--- src/rtl/pq_pkg.sv ---
// Shared pq types and defaults: queue geometry, op codes, and arbiter FSM states.
// Pure definitions with no latency or backpressure of its own.
package pq_pkg;

  localparam int QUEUE_DEPTH    = 8;
  localparam int DATA_WIDTH     = 16;
  localparam int PQ_ARB_NUM_REQ = 4;

  typedef enum logic [1:0] {
    PUSH = 2'd0,
    POP  = 2'd1,
    DROP = 2'd2,
    RSVD = 2'd3
  } pq_op_e;

  typedef enum logic [1:0] {
    ARB   = 2'd0,
    ISSUE = 2'd1,
    RESP  = 2'd2
  } pq_arb_state_e;

  function automatic int idx_width(input int n);
    return (n > 1) ? $clog2(n) : 1;
  endfunction

endpackage

--- src/rtl/rr_arbiter.sv ---
// Round-robin picker: the first request at or after ptr wins, combinationally in the same cycle.
// When upd_en is high and there is a winner, ptr moves to winner+1; it never stalls the requesters.
module rr_arbiter #(
  parameter int NUM_REQ = 4,
  localparam int IDX_W = (NUM_REQ > 1) ? $clog2(NUM_REQ) : 1
) (
  input  logic               clk,
  input  logic               rst_n,
  input  logic [NUM_REQ-1:0] req,
  input  logic               upd_en,
  output logic [NUM_REQ-1:0] gnt,
  output logic [IDX_W-1:0]   idx
);

  logic [IDX_W-1:0] ptr;
  logic [IDX_W-1:0] j;
  logic             found;

  always_comb begin
    gnt   = '0;
    idx   = '0;
    found = 1'b0;
    j     = '0;
    for (int i = 0; i < NUM_REQ; i++) begin
      j = IDX_W'((int'(ptr) + i) % NUM_REQ);
      if (!found && req[j]) begin
        found  = 1'b1;
        gnt[j] = 1'b1;
        idx    = j;
      end
    end
  end

  always_ff @(posedge clk or negedge rst_n) begin
    if (!rst_n) begin
      ptr <= '0;
    end else if (upd_en && found) begin
      ptr <= (int'(idx) == NUM_REQ - 1) ? '0 : idx + 1'b1;
    end
  end

endmodule

--- src/rtl/pq_req_arbiter.sv ---
// Shares a single pq between NUM_REQ requesters. The ops are PUSH, POP and DROP. Drop-owner checks are enabled by PQ_ARB_OWNER_CHECK_EN.
// A grant at T gives a response at T+2 at the earliest, and T+1 for an error. The pq strobe is held while its rdy is low.
module pq_req_arbiter
  import pq_pkg::*;
#(
  parameter int NUM_REQ = PQ_ARB_NUM_REQ,
  parameter int DEPTH   = QUEUE_DEPTH,
  parameter int DW      = DATA_WIDTH,
  localparam int ID_WIDTH = $clog2(DEPTH) + 1
) (
  input  logic                              clk_i,
  input  logic                              rst_ni,
  input  logic [NUM_REQ-1:0]                req_i,
  input  logic [NUM_REQ-1:0][1:0]           op_i,
  input  logic [NUM_REQ-1:0][DW-1:0]        req_data_i,
  input  logic [NUM_REQ-1:0][ID_WIDTH-1:0]  req_id_i,
  output logic [NUM_REQ-1:0]                gnt_o,
  output logic [NUM_REQ-1:0]                rsp_vld_o,
  output logic                              rsp_err_o,
  output logic [DW-1:0]                     rsp_data_o,
  output logic [ID_WIDTH-1:0]               rsp_id_o,
  output logic                              pq_push_o,
  output logic                              pq_pop_o,
  output logic                              pq_drop_o,
  output logic [ID_WIDTH-1:0]               pq_drop_id_o,
  output logic [DW-1:0]                     pq_data_o,
  input  logic [ID_WIDTH-1:0]               pq_push_id_i,
  input  logic                              pq_push_rdy_i,
  input  logic                              pq_pop_rdy_i,
  input  logic                              pq_drop_rdy_i,
  input  logic                              pq_full_i,
  input  logic                              pq_empty_i,
  input  logic [DW-1:0]                     pq_data_i
);

  localparam int IDX_W = idx_width(NUM_REQ);

  pq_arb_state_e        state;
  logic [NUM_REQ-1:0]   arb_req;
  logic [NUM_REQ-1:0]   arb_gnt;
  logic [IDX_W-1:0]     arb_idx;
  logic                 arb_en;
  pq_op_e               win_op;
  logic                 pre_err;
  logic                 owner_err;
  logic                 accept;

  logic [NUM_REQ-1:0]   gnt_q;
  logic [DW-1:0]        data_q;
  logic [ID_WIDTH-1:0]  id_q;
  logic                 push_q, pop_q, drop_q;
  logic [NUM_REQ-1:0]   rsp_vld_q;
  logic                 rsp_err_q;
  logic [DW-1:0]        rsp_data_q;
  logic [ID_WIDTH-1:0]  rsp_id_q;

  // Requests are masked outside ARB and during reset, so a grant can only pulse in ARB.
  assign arb_en  = rst_ni && (state == ARB);
  assign arb_req = arb_en ? req_i : '0;

  rr_arbiter #(.NUM_REQ(NUM_REQ)) u_rr (
    .clk    (clk_i),
    .rst_n  (rst_ni),
    .req    (arb_req),
    .upd_en (arb_en),
    .gnt    (arb_gnt),
    .idx    (arb_idx)
  );

  assign win_op = pq_op_e'(op_i[arb_idx]);
  assign accept = (push_q && pq_push_rdy_i) || (pop_q && pq_pop_rdy_i) ||
                  (drop_q && pq_drop_rdy_i);

`ifdef PQ_ARB_OWNER_CHECK_EN
  localparam int OWN_N = 2 ** ID_WIDTH;

  logic [OWN_N-1:0][IDX_W-1:0] owner_q;
  logic [OWN_N-1:0]            owner_vld_q;
  logic [IDX_W-1:0]            idx_q;
  logic [ID_WIDTH-1:0]         win_id;

  assign win_id    = req_id_i[arb_idx];
  assign owner_err = (win_op == DROP) &&
                     (!owner_vld_q[win_id] || (owner_q[win_id] != arb_idx));

  // pq does not report which ID a POP removed, so owner entries are released only by DROP.
  always_ff @(posedge clk_i or negedge rst_ni) begin
    if (!rst_ni) begin
      owner_q     <= '0;
      owner_vld_q <= '0;
      idx_q       <= '0;
    end else begin
      if (|arb_gnt) idx_q <= arb_idx;
      if (state == ISSUE && push_q && pq_push_rdy_i) begin
        owner_q[pq_push_id_i]     <= idx_q;
        owner_vld_q[pq_push_id_i] <= 1'b1;
      end else if (state == ISSUE && drop_q && pq_drop_rdy_i) begin
        owner_vld_q[id_q] <= 1'b0;
      end
    end
  end
`else
  assign owner_err = 1'b0;
`endif

  assign pre_err = ((win_op == PUSH) && pq_full_i) || ((win_op == POP) && pq_empty_i) ||
                   (win_op == RSVD) || owner_err;

  always_ff @(posedge clk_i or negedge rst_ni) begin
    if (!rst_ni) begin
      state      <= ARB;
      gnt_q      <= '0;
      data_q     <= '0;
      id_q       <= '0;
      push_q     <= 1'b0;
      pop_q      <= 1'b0;
      drop_q     <= 1'b0;
      rsp_vld_q  <= '0;
      rsp_err_q  <= 1'b0;
      rsp_data_q <= '0;
      rsp_id_q   <= '0;
    end else begin
      rsp_vld_q <= '0;
      case (state)
        ARB: begin
          if (|arb_gnt) begin
            gnt_q  <= arb_gnt;
            data_q <= req_data_i[arb_idx];
            id_q   <= req_id_i[arb_idx];
            if (pre_err) begin
              state      <= RESP;
              rsp_vld_q  <= arb_gnt;
              rsp_err_q  <= 1'b1;
              rsp_data_q <= '0;
              rsp_id_q   <= '0;
            end else begin
              state  <= ISSUE;
              push_q <= (win_op == PUSH);
              pop_q  <= (win_op == POP);
              drop_q <= (win_op == DROP);
            end
          end
        end
        ISSUE: begin
          if (accept) begin
            state      <= RESP;
            push_q     <= 1'b0;
            pop_q      <= 1'b0;
            drop_q     <= 1'b0;
            rsp_vld_q  <= gnt_q;
            rsp_err_q  <= 1'b0;
            rsp_data_q <= pop_q ? pq_data_i : '0;
            rsp_id_q   <= push_q ? pq_push_id_i : '0;
          end
        end
        RESP:    state <= ARB;
        default: state <= ARB;
      endcase
    end
  end

  assign gnt_o        = arb_gnt;
  assign rsp_vld_o    = rsp_vld_q;
  assign rsp_err_o    = rsp_err_q;
  assign rsp_data_o   = rsp_data_q;
  assign rsp_id_o     = rsp_id_q;
  assign pq_push_o    = push_q;
  assign pq_pop_o     = pop_q;
  assign pq_drop_o    = drop_q;
  assign pq_drop_id_o = id_q;
  assign pq_data_o    = data_q;

endmodule

--- config.mk ---
export PLATFORM = sky130hd
export DESIGN_NAME = pq_req_arbiter
export DESIGN_NICKNAME = d
export VERILOG_FILES = /design/src/rtl/pq_pkg.sv /design/src/rtl/rr_arbiter.sv /design/src/rtl/pq_req_arbiter.sv
export SDC_FILE = /design/constraint.sdc
export NUM_CORES = 1
export LEC_CHECK = 0
export BUFFER_PORTS_ARGS = -buffer_cell sky130_fd_sc_hd__buf_2
export CORE_MARGIN = 2
export CORE_UTILIZATION = 50
export DETAILED_ROUTE_END_ITERATION = 16
export GPL_ROUTABILITY_DRIVEN = 0
export PLACE_DENSITY = 0.85
export SLEW_MARGIN = 10
export SYNTH_ARGS = -nofsm -noshare
export SYNTH_HDL_FRONTEND = slang
export SYNTH_SLANG_ARGS = --single-unit
--- constraint.sdc ---
create_clock -name clk_i -period 9.8 [get_ports clk_i]
set_input_delay 1.96 -clock clk_i [delete_from_list [all_inputs] [get_ports clk_i]]
set_output_delay 1.96 -clock clk_i [all_outputs]
set_load 0.02 [all_outputs]
==> flow_metrics.tcl, run 1 <==
set metrics [dict create \
    filler_cell_count 569 \
    core-area_um2 6720 \
    power-per-cell-area_nw_per_um2 317 \
    ant_nets 0 \
    cts_setup_buffers 0 \
    fmax_ghz 0.167 \
    synthesis.yosys.warnings 0 \
    ys_ff_latch 56 \
    grt_overflow 0 \
    netlist_instances 347 \
    timing.critical_path.cells "buf_2, buf_4, nand2_1, a2111oi_2, a221o_1, buf_2" \
    setup.worst_path.end "gnt_o[2]" \
    worstPathBufferInverterCount 3 \
    num-nets-final 630 \
    placed_cells 577 \
    io-pin-count 171 \
    r2r_slack_ps 4760 \
    die_height_um 87.1 \
    yosys-mux-area-fraction_pct 17.3 \
    setup.worst_path.class "in2out" \
    startpoint_type "input pin" \
    synth_flop_cell "sky130_fd_sc_hd__dfrtp_1" \
    post-route-drc-count 0 \
    synth_sequential_area_ratio_pct 40.6 \
    max_ir_drop_vdd_mv 0.155 \
    clock_sink_count 56 \
    dp.final_hpwl_mm 7.09 \
    drt_iter0_drc 155 \
    postCtsHoldBufs 0 \
    num_vias 3292 \
    worst_path_most_repeated_cell "sky130_fd_sc_hd__buf_2" \
    yosys.area.top_type_share_pct 40.6 \
    synthSimpleGateAreaFrac_pct 12.3 \
    htree_num_levels 2 \
    edff_count_synth 0 \
    ranking_of_synthesized_cells_by_area "sky130_fd_sc_hd__dfrtp_1 41%, sky130_fd_sc_hd__mux2i_1 7.5%, sky130_fd_sc_hd__mux2_2 7.2%, sky130_fd_sc_hd__o21ai_0 6.7%, sky130_fd_sc_hd__nand2_1 5.4%" \
    grt_pass1_vias 3027 \
    synth_top_family_by_area "compound AO/OA/AOI/OAI gates" \
    initial_antenna_violation_count 0 \
    drv.max_cap_violation_count 0 \
    synth-adder-area-share_pct 2.54 \
    critical_path_required_ps 7840 \
    synthDistinctLibCells 50 \
    skew_ps 9.59 \
    cts-buffers-inserted 5 \
    worst_r2r_start "u_rr.ptr[0]$_DFFE_PN0P_" \
    cts_tree "built" \
    area.growth.synth_to_final_pct 28.9 \
    cpLargestDelayFamily "compound AO/OA/AOI/OAI gates" \
    detailed_route_wire_length_mm 9.13 \
    seqCellArea_um2 1400 \
    clk_path_buf_depth 2 \
    num_antenna_cells 0 \
    port_buffers 170 \
    p_leak_nw 2.25 \
    grt_setup_unrepaired "no" \
    final.period_utilization_pct 61.0 \
    timing.critical_path.fanout_max 58 \
    dpl-instance-area_um2 4330 \
    hold_viol 0 \
    worstReg2RegEnd "rsp_data_o[7]$_DFFE_PN0P_" \
    tritonroute_pass_1_iters 4 \
    run_status "complete, no violations" \
    die_x_um 87.1 \
    wire_length_of_the_first_global_routing_pass_mm 14.0 \
    core.rowCount 30 \
    timing_max_transition_violations_final 0 \
    worstPathArrival_ps 4020 \
    multiInputGateArea_um2 1910 \
    hold_path_startpoint "pq_data_o[3]$_DFFE_PN0P_" \
    syn_area_per_cell_um2 9.94 \
    crit_cells 6 \
    yosys.area_share.xor_xnor_pct 0.508 \
    final_min_period_ps 5980 \
    setup_viol 0 \
    critPathLaunch "rst_ni" \
    cts_repair_resize_count 0 \
    critical-path-slowest-cell "sky130_fd_sc_hd__buf_4" \
    netlist_area_um2 3450 \
    worst_slew_margin_rel_pct 42.6 \
    worstHoldPathType "reg2reg" \
    timing.reg2reg.worst_path_depth 11 \
    ctsRootBufferMaster "sky130_fd_sc_hd__clkbuf_8" \
    clkTransAtPathRegs_ps 90 \
    synth_largest_area_cell "sky130_fd_sc_hd__dfrtp_1" \
    avgRoutedWirePerCell_um 15.6 \
    synth-async-reset-ratio_pct 100 \
    finalNonFillerCells 585 \
    worst-slew-pin-transition_ps 860 \
    post_synthesis_compound_gate_area_fraction_pct 22.2 \
    synth_nets 473 \
    slowest_delay_ps 550 \
    worst_skew_pair.late_latency_ps 310 \
    end_kind "output pin" \
    setup_tns_ps 0 \
    drt-vias-per-instance 5.63 \
    fin_area_um2 4450 \
    track_usage_pct 23.1 \
    maximum_number_of_pins_on_one_net_before_global_route_repair 59 \
    layout-drive-gt1-share_pct 42.8 \
    die_area_um2 7580 \
    floorplan.initialDensity_pct 51.4 \
]
## placed cells by master, fill, tap and decap left out, types with 3 or more instances in the layout
cell,instances
sky130_fd_sc_hd__a21o_1,6
sky130_fd_sc_hd__a21oi_1,7
sky130_fd_sc_hd__a221o_1,4
sky130_fd_sc_hd__a22o_1,20
sky130_fd_sc_hd__a32o_1,5
sky130_fd_sc_hd__buf_2,170
sky130_fd_sc_hd__buf_4,5
sky130_fd_sc_hd__clkbuf_8,5
sky130_fd_sc_hd__dfrtp_1,56
sky130_fd_sc_hd__ha_1,7
sky130_fd_sc_hd__inv_1,10
sky130_fd_sc_hd__mux2_2,22
sky130_fd_sc_hd__mux2i_1,26
sky130_fd_sc_hd__mux4_2,4
sky130_fd_sc_hd__nand2_1,50
sky130_fd_sc_hd__nand3_1,6
sky130_fd_sc_hd__nand3b_1,5
sky130_fd_sc_hd__nor2_1,7
sky130_fd_sc_hd__nor2b_1,3
sky130_fd_sc_hd__nor3b_1,3
sky130_fd_sc_hd__o21ai_0,46
sky130_fd_sc_hd__o21ai_1,3
## worst min path at each step
stage                                endpoint  cells past startpoint
floorplan                gnt_q[0]$_DFFE_PN0P_                      1
global placement     pq_data_o[4]$_DFFE_PN0P_                      2
detailed placement  pq_data_o[12]$_DFFE_PN0P_                      2
CTS                  pq_data_o[8]$_DFFE_PN0P_                      2
global route             gnt_q[3]$_DFFE_PN0P_                      1
finish               pq_data_o[3]$_DFFE_PN0P_                      2
## worst register-to-register path: stages, from the launching register on
cell	delay, ps
sky130_fd_sc_hd__dfrtp_1	920
sky130_fd_sc_hd__inv_1	340
sky130_fd_sc_hd__ha_1	610
sky130_fd_sc_hd__mux4_2	480
sky130_fd_sc_hd__nand2b_4	120
sky130_fd_sc_hd__nand4_1	200
sky130_fd_sc_hd__o21ai_4	130
sky130_fd_sc_hd__buf_4	490
sky130_fd_sc_hd__mux4_2	480
sky130_fd_sc_hd__a311o_1	340
sky130_fd_sc_hd__nand3_1	610
sky130_fd_sc_hd__a22o_1	250
## layer usage
| layer | track usage [%] | share of wire, % |
|---|---|---|
| met5 | 0 | 0 |
| met4 | 5.68 | 1.8 |
| met3 | 4.36 | 6.9 |
| met2 | 39.6 | 49 |
| met1 | 30.0 | 42 |
## synth_stat cells (2+ instances only)
cell                       count
sky130_fd_sc_hd__a21o_1        6
sky130_fd_sc_hd__a21oi_1       7
sky130_fd_sc_hd__a221o_1       4
sky130_fd_sc_hd__a22o_1       20
sky130_fd_sc_hd__a31oi_1       2
sky130_fd_sc_hd__a32o_1        5
sky130_fd_sc_hd__and3b_1       2
sky130_fd_sc_hd__buf_2         9
sky130_fd_sc_hd__buf_4         4
sky130_fd_sc_hd__clkbuf_1     11
sky130_fd_sc_hd__dfrtp_1      56
sky130_fd_sc_hd__ha_1          7
sky130_fd_sc_hd__inv_1        10
sky130_fd_sc_hd__mux2_2       22
sky130_fd_sc_hd__mux2i_1      26
sky130_fd_sc_hd__mux4_2        4
sky130_fd_sc_hd__nand2_1      50
sky130_fd_sc_hd__nand3_1       6
sky130_fd_sc_hd__nand3b_1      5
sky130_fd_sc_hd__nand4_1       2
sky130_fd_sc_hd__nor2_1        7
sky130_fd_sc_hd__nor2b_1       3
sky130_fd_sc_hd__nor3_1        2
sky130_fd_sc_hd__nor3b_1       3
sky130_fd_sc_hd__o21ai_0      46
sky130_fd_sc_hd__o21ai_1       3
sky130_fd_sc_hd__xnor2_1       2
## metrics by stage
stage | worst slack, ps | hold slack (ps) | utilization, % | power (mW)
finish | 3820 | 484 | 66.2 | 1.41
global route | 3530 | 504 | 66.2 | 1.52
CTS | 3780 | 490 | 66.2 | 1.42
detailed placement | 3800 | 466 | 64.5 | 1.26
global placement | 3950 | 458 | 64.5 | 1.23
floorplan | 4350 | 450 | - | 1.05
## power by group
group / leakage [nW] / switching (mW) / internal (mW)
clock network: 0.0548 / 0.0761 / 0.0770
logic: 1.46 / 0.513 / 0.339
registers: 0.729 / 0.0765 / 0.328
total: 2.25 / 0.665 / 0.745
## cell type report
| class | instances | share of cell area (%) |
|---|---|---|
| clock inverter | 3 | 1.04 |
| tap | 80 | 2.25 |
| multi-input combinational | 256 | 42.9 |
| clock buffer | 5 | 1.55 |
| sequential | 56 | 31.5 |
| inverter | 10 | 0.844 |
| timing repair buffer | 175 | 20.0 |
## kinds of logic after synthesis
kind of cell	Yosys count
AOI/OAI and AO/OA	109
and+or+nand+nor	86
DFF	56
muxes	52
buffers and inverters	35
adders and majority gates	7
xor gates and xnor gates	2
## flip-flops by register name, indices dropped and copies added, names as in the netlist
signal,flops
state,2
gnt_q,4
rsp_err_o,1
pq_pop_o,1
rsp_id_o,4
u_rr.ptr,2
rsp_data_o,16
pq_push_o,1
pq_data_o,16
rsp_vld_o,4
pq_drop_id_o,4
pq_drop_o,1
Power figures use the tool's default switching activity.
==> run 2: changes to the inputs <==
ABC_AREA = 1   (was default)
CORE_UTILIZATION = 43   (was 50)
PLACE_DENSITY = 0.77   (was 0.85)
clock period = 4.9 ns   (was 9.8 ns; I/O delays follow)
==> flow_metrics.tcl, run 2 <==
set metrics [dict create \
    run_status "complete, no violations" \
    fmax_ghz 0.260 \
    worstPathArrival_ps 4050 \
    postCtsHoldBufs 0 \
    floorplan.initialDensity_pct 44.2 \
    layout_common_cells "170 x sky130_fd_sc_hd__buf_2, 86 x sky130_fd_sc_hd__nor2_1, 83 x sky130_fd_sc_hd__nand2_1, 56 x sky130_fd_sc_hd__dfrtp_1, 46 x sky130_fd_sc_hd__o21ai_0" \
    skew_ps 8.11 \
    end_kind "flop" \
    final_min_period_ps 3840 \
    maximum_number_of_pins_on_one_net_before_global_route_repair 47 \
    grt_overflow 0 \
    synthesis.yosys.warnings 0 \
    num_antenna_cells 0 \
    post-route-drc-count 0 \
    grt_pass1_vias 3586 \
    synthDistinctLibCells 28 \
    core-area_um2 8180 \
    multiInputGateArea_um2 1940 \
    timing_max_transition_violations_final 0 \
    cts_repair_resize_count 0 \
    area.growth.synth_to_final_pct 26.1 \
    die_x_um 95.7 \
    finalNonFillerCells 746 \
    dpl-instance-area_um2 4460 \
    htree_num_levels 2 \
    setup.worst_path.class "in2reg" \
    syn_area_per_cell_um2 7.40 \
    clock_sink_count 56 \
    synth_flop_cell "sky130_fd_sc_hd__dfrtp_1" \
    yosys.area.top_type_share_pct 38.8 \
    filler_cell_count 789 \
    ranking_of_synthesized_cells_by_area "sky130_fd_sc_hd__dfrtp_1 39%, sky130_fd_sc_hd__nor2_1 8.9%, sky130_fd_sc_hd__nand2_1 8.6%, sky130_fd_sc_hd__o21ai_0 6.4%, sky130_fd_sc_hd__nand3_1 5.3%" \
    drv.max_cap_violation_count 0 \
    drt_iter0_drc 170 \
    die_area_um2 9150 \
    avgRoutedWirePerCell_um 13.0 \
    cts-buffers-inserted 5 \
    core.rowCount 33 \
    num_vias 3877 \
    ant_nets 0 \
    synth_largest_area_cell "sky130_fd_sc_hd__dfrtp_1" \
    synth-async-reset-ratio_pct 100 \
    synth_common_cells "86 x sky130_fd_sc_hd__nor2_1, 83 x sky130_fd_sc_hd__nand2_1, 56 x sky130_fd_sc_hd__dfrtp_1" \
    track_usage_pct 21.6 \
    final.period_utilization_pct 78.5 \
    die_height_um 95.7 \
    layout-drive-gt1-share_pct 35.6 \
    detailed_route_wire_length_mm 9.72 \
    wire_length_of_the_first_global_routing_pass_mm 15.7 \
    cts_setup_buffers 0 \
    most_common_cell_after_layout_fill_and_taps_aside "sky130_fd_sc_hd__buf_2" \
    placed_cells 738 \
    drt-vias-per-instance 5.20 \
    num-nets-final 766 \
    tritonroute_pass_1_iters 5 \
    cts_tree "built" \
    netlist_area_um2 3610 \
    io-pin-count 171 \
    worst_slew_margin_rel_pct 38.3 \
    synth_sequential_area_ratio_pct 38.8 \
    timing.critical_path.fanout_max 46 \
    ctsRootBufferMaster "sky130_fd_sc_hd__clkbuf_8" \
    initial_antenna_violation_count 0 \
    dp.final_hpwl_mm 7.51 \
    critical_path_required_ps 5110 \
    seqCellArea_um2 1400 \
    port_buffers 170 \
    synth_nets 614 \
    worst_skew_pair.late_latency_ps 300 \
    netlist_instances 488 \
    startpoint_type "input pin" \
    clk_path_buf_depth 2 \
    synth.most_common_cell "sky130_fd_sc_hd__nor2_1" \
    hold_viol 0 \
    setup_viol 0 \
    setup_tns_ps 0 \
    worstHoldPathType "reg2reg" \
    fin_area_um2 4550 \
    clkTransAtPathRegs_ps 110 \
    worst-slew-pin-transition_ps 924 \
    ys_ff_latch 56 \
    edff_count_synth 0 \
    grt_setup_unrepaired "no" \
]
-- run 2: cell types whose count changed after synthesis, sizes merged, moves of 21 or more --
cell,change
inv,+21
mux2,-22
mux2i,-26
nand2,+63
nand3,+38
nor2,+81
-- run 2: cell type report --
type,count,area share [%]
multi-input cells,373,42.6
flip-flops and latches,56,30.8
repair buffers,173,19.2
well taps,105,2.88
inverters,31,2.55
clock buffers,5,1.51
clock inverters,3,0.495
-- run 2: cell families (layout without fill, tap and decap cells) --
family / count (synthesis) / count (layout) / synth area share [%]
buf+inv: 59 / 212 / 7.48
simple gates: 260 / 260 / 34.3
flops: 56 / 56 / 38.8
fa+ha+maj: 7 / 7 / 2.42
compound gates: 106 / 106 / 17.0
-- run 2: worst max-delay path, stage by stage --
cell and delay [ps]:
sky130_fd_sc_hd__buf_2 430, sky130_fd_sc_hd__nand4_1 200, sky130_fd_sc_hd__nand2_1 110, sky130_fd_sc_hd__nand2_1 50
sky130_fd_sc_hd__nand2_1 90, sky130_fd_sc_hd__nand4_1 210, sky130_fd_sc_hd__nand3_1 150, sky130_fd_sc_hd__nand2_2 420
sky130_fd_sc_hd__inv_2 220, sky130_fd_sc_hd__nand3_1 130, sky130_fd_sc_hd__nand2_2 140, sky130_fd_sc_hd__inv_2 50
sky130_fd_sc_hd__nand2_2 90, sky130_fd_sc_hd__nand2_4 80, sky130_fd_sc_hd__nand2_4 210, sky130_fd_sc_hd__nand2_4 260
sky130_fd_sc_hd__nand2_1 150, sky130_fd_sc_hd__nand2_1 50
-- run 2: final timing paths --
path,endpoint,from,slack [ps],cells after the start
worst max-delay path,rsp_id_o[1]$_DFFE_PN0P_,rst_ni,1060,18
worst min-delay path,rsp_data_o[15]$_DFFE_PN0P_,rsp_data_o[15]$_DFFE_PN0P_,480,2
worst max register to register,rsp_id_o[1]$_DFFE_PN0P_,u_rr.ptr[0]$_DFFE_PN0P_,1140,18
worst min register to register,rsp_data_o[15]$_DFFE_PN0P_,rsp_data_o[15]$_DFFE_PN0P_,480,2
max in group asynchronous,gnt_q[0]$_DFFE_PN0P_,rst_ni,3370,2
min in group asynchronous,pq_drop_id_o[3]$_DFFE_PN0P_,rst_ni,640,1
-- run 2: per-layer routing --
metal	track usage [%]	share of wire, %	vias to the layer above
met2	37.2	48	177
li1	-	-	1928
met4	6.90	1.6	0
met3	4.74	8.6	15
met1	26.8	42	1757
met5	0	0	-
-- run 2: metrics by stage --
stage | util [%] | hold slack [ps] | setup slack, ps
6_report | 55.7 | 481 | 1060
5_1_grt | 55.7 | 505 | 583
4_1_cts | 55.7 | 485 | 1010
3_5_place_dp | 54.6 | 459 | 650
3_3_place_gp | 54.6 | 454 | 764
2_1_floorplan | - | 487 | 1640
Power of run 2 is not shown: default switching activity piles up to over one toggle a cycle in this logic, so the estimate is an artifact.
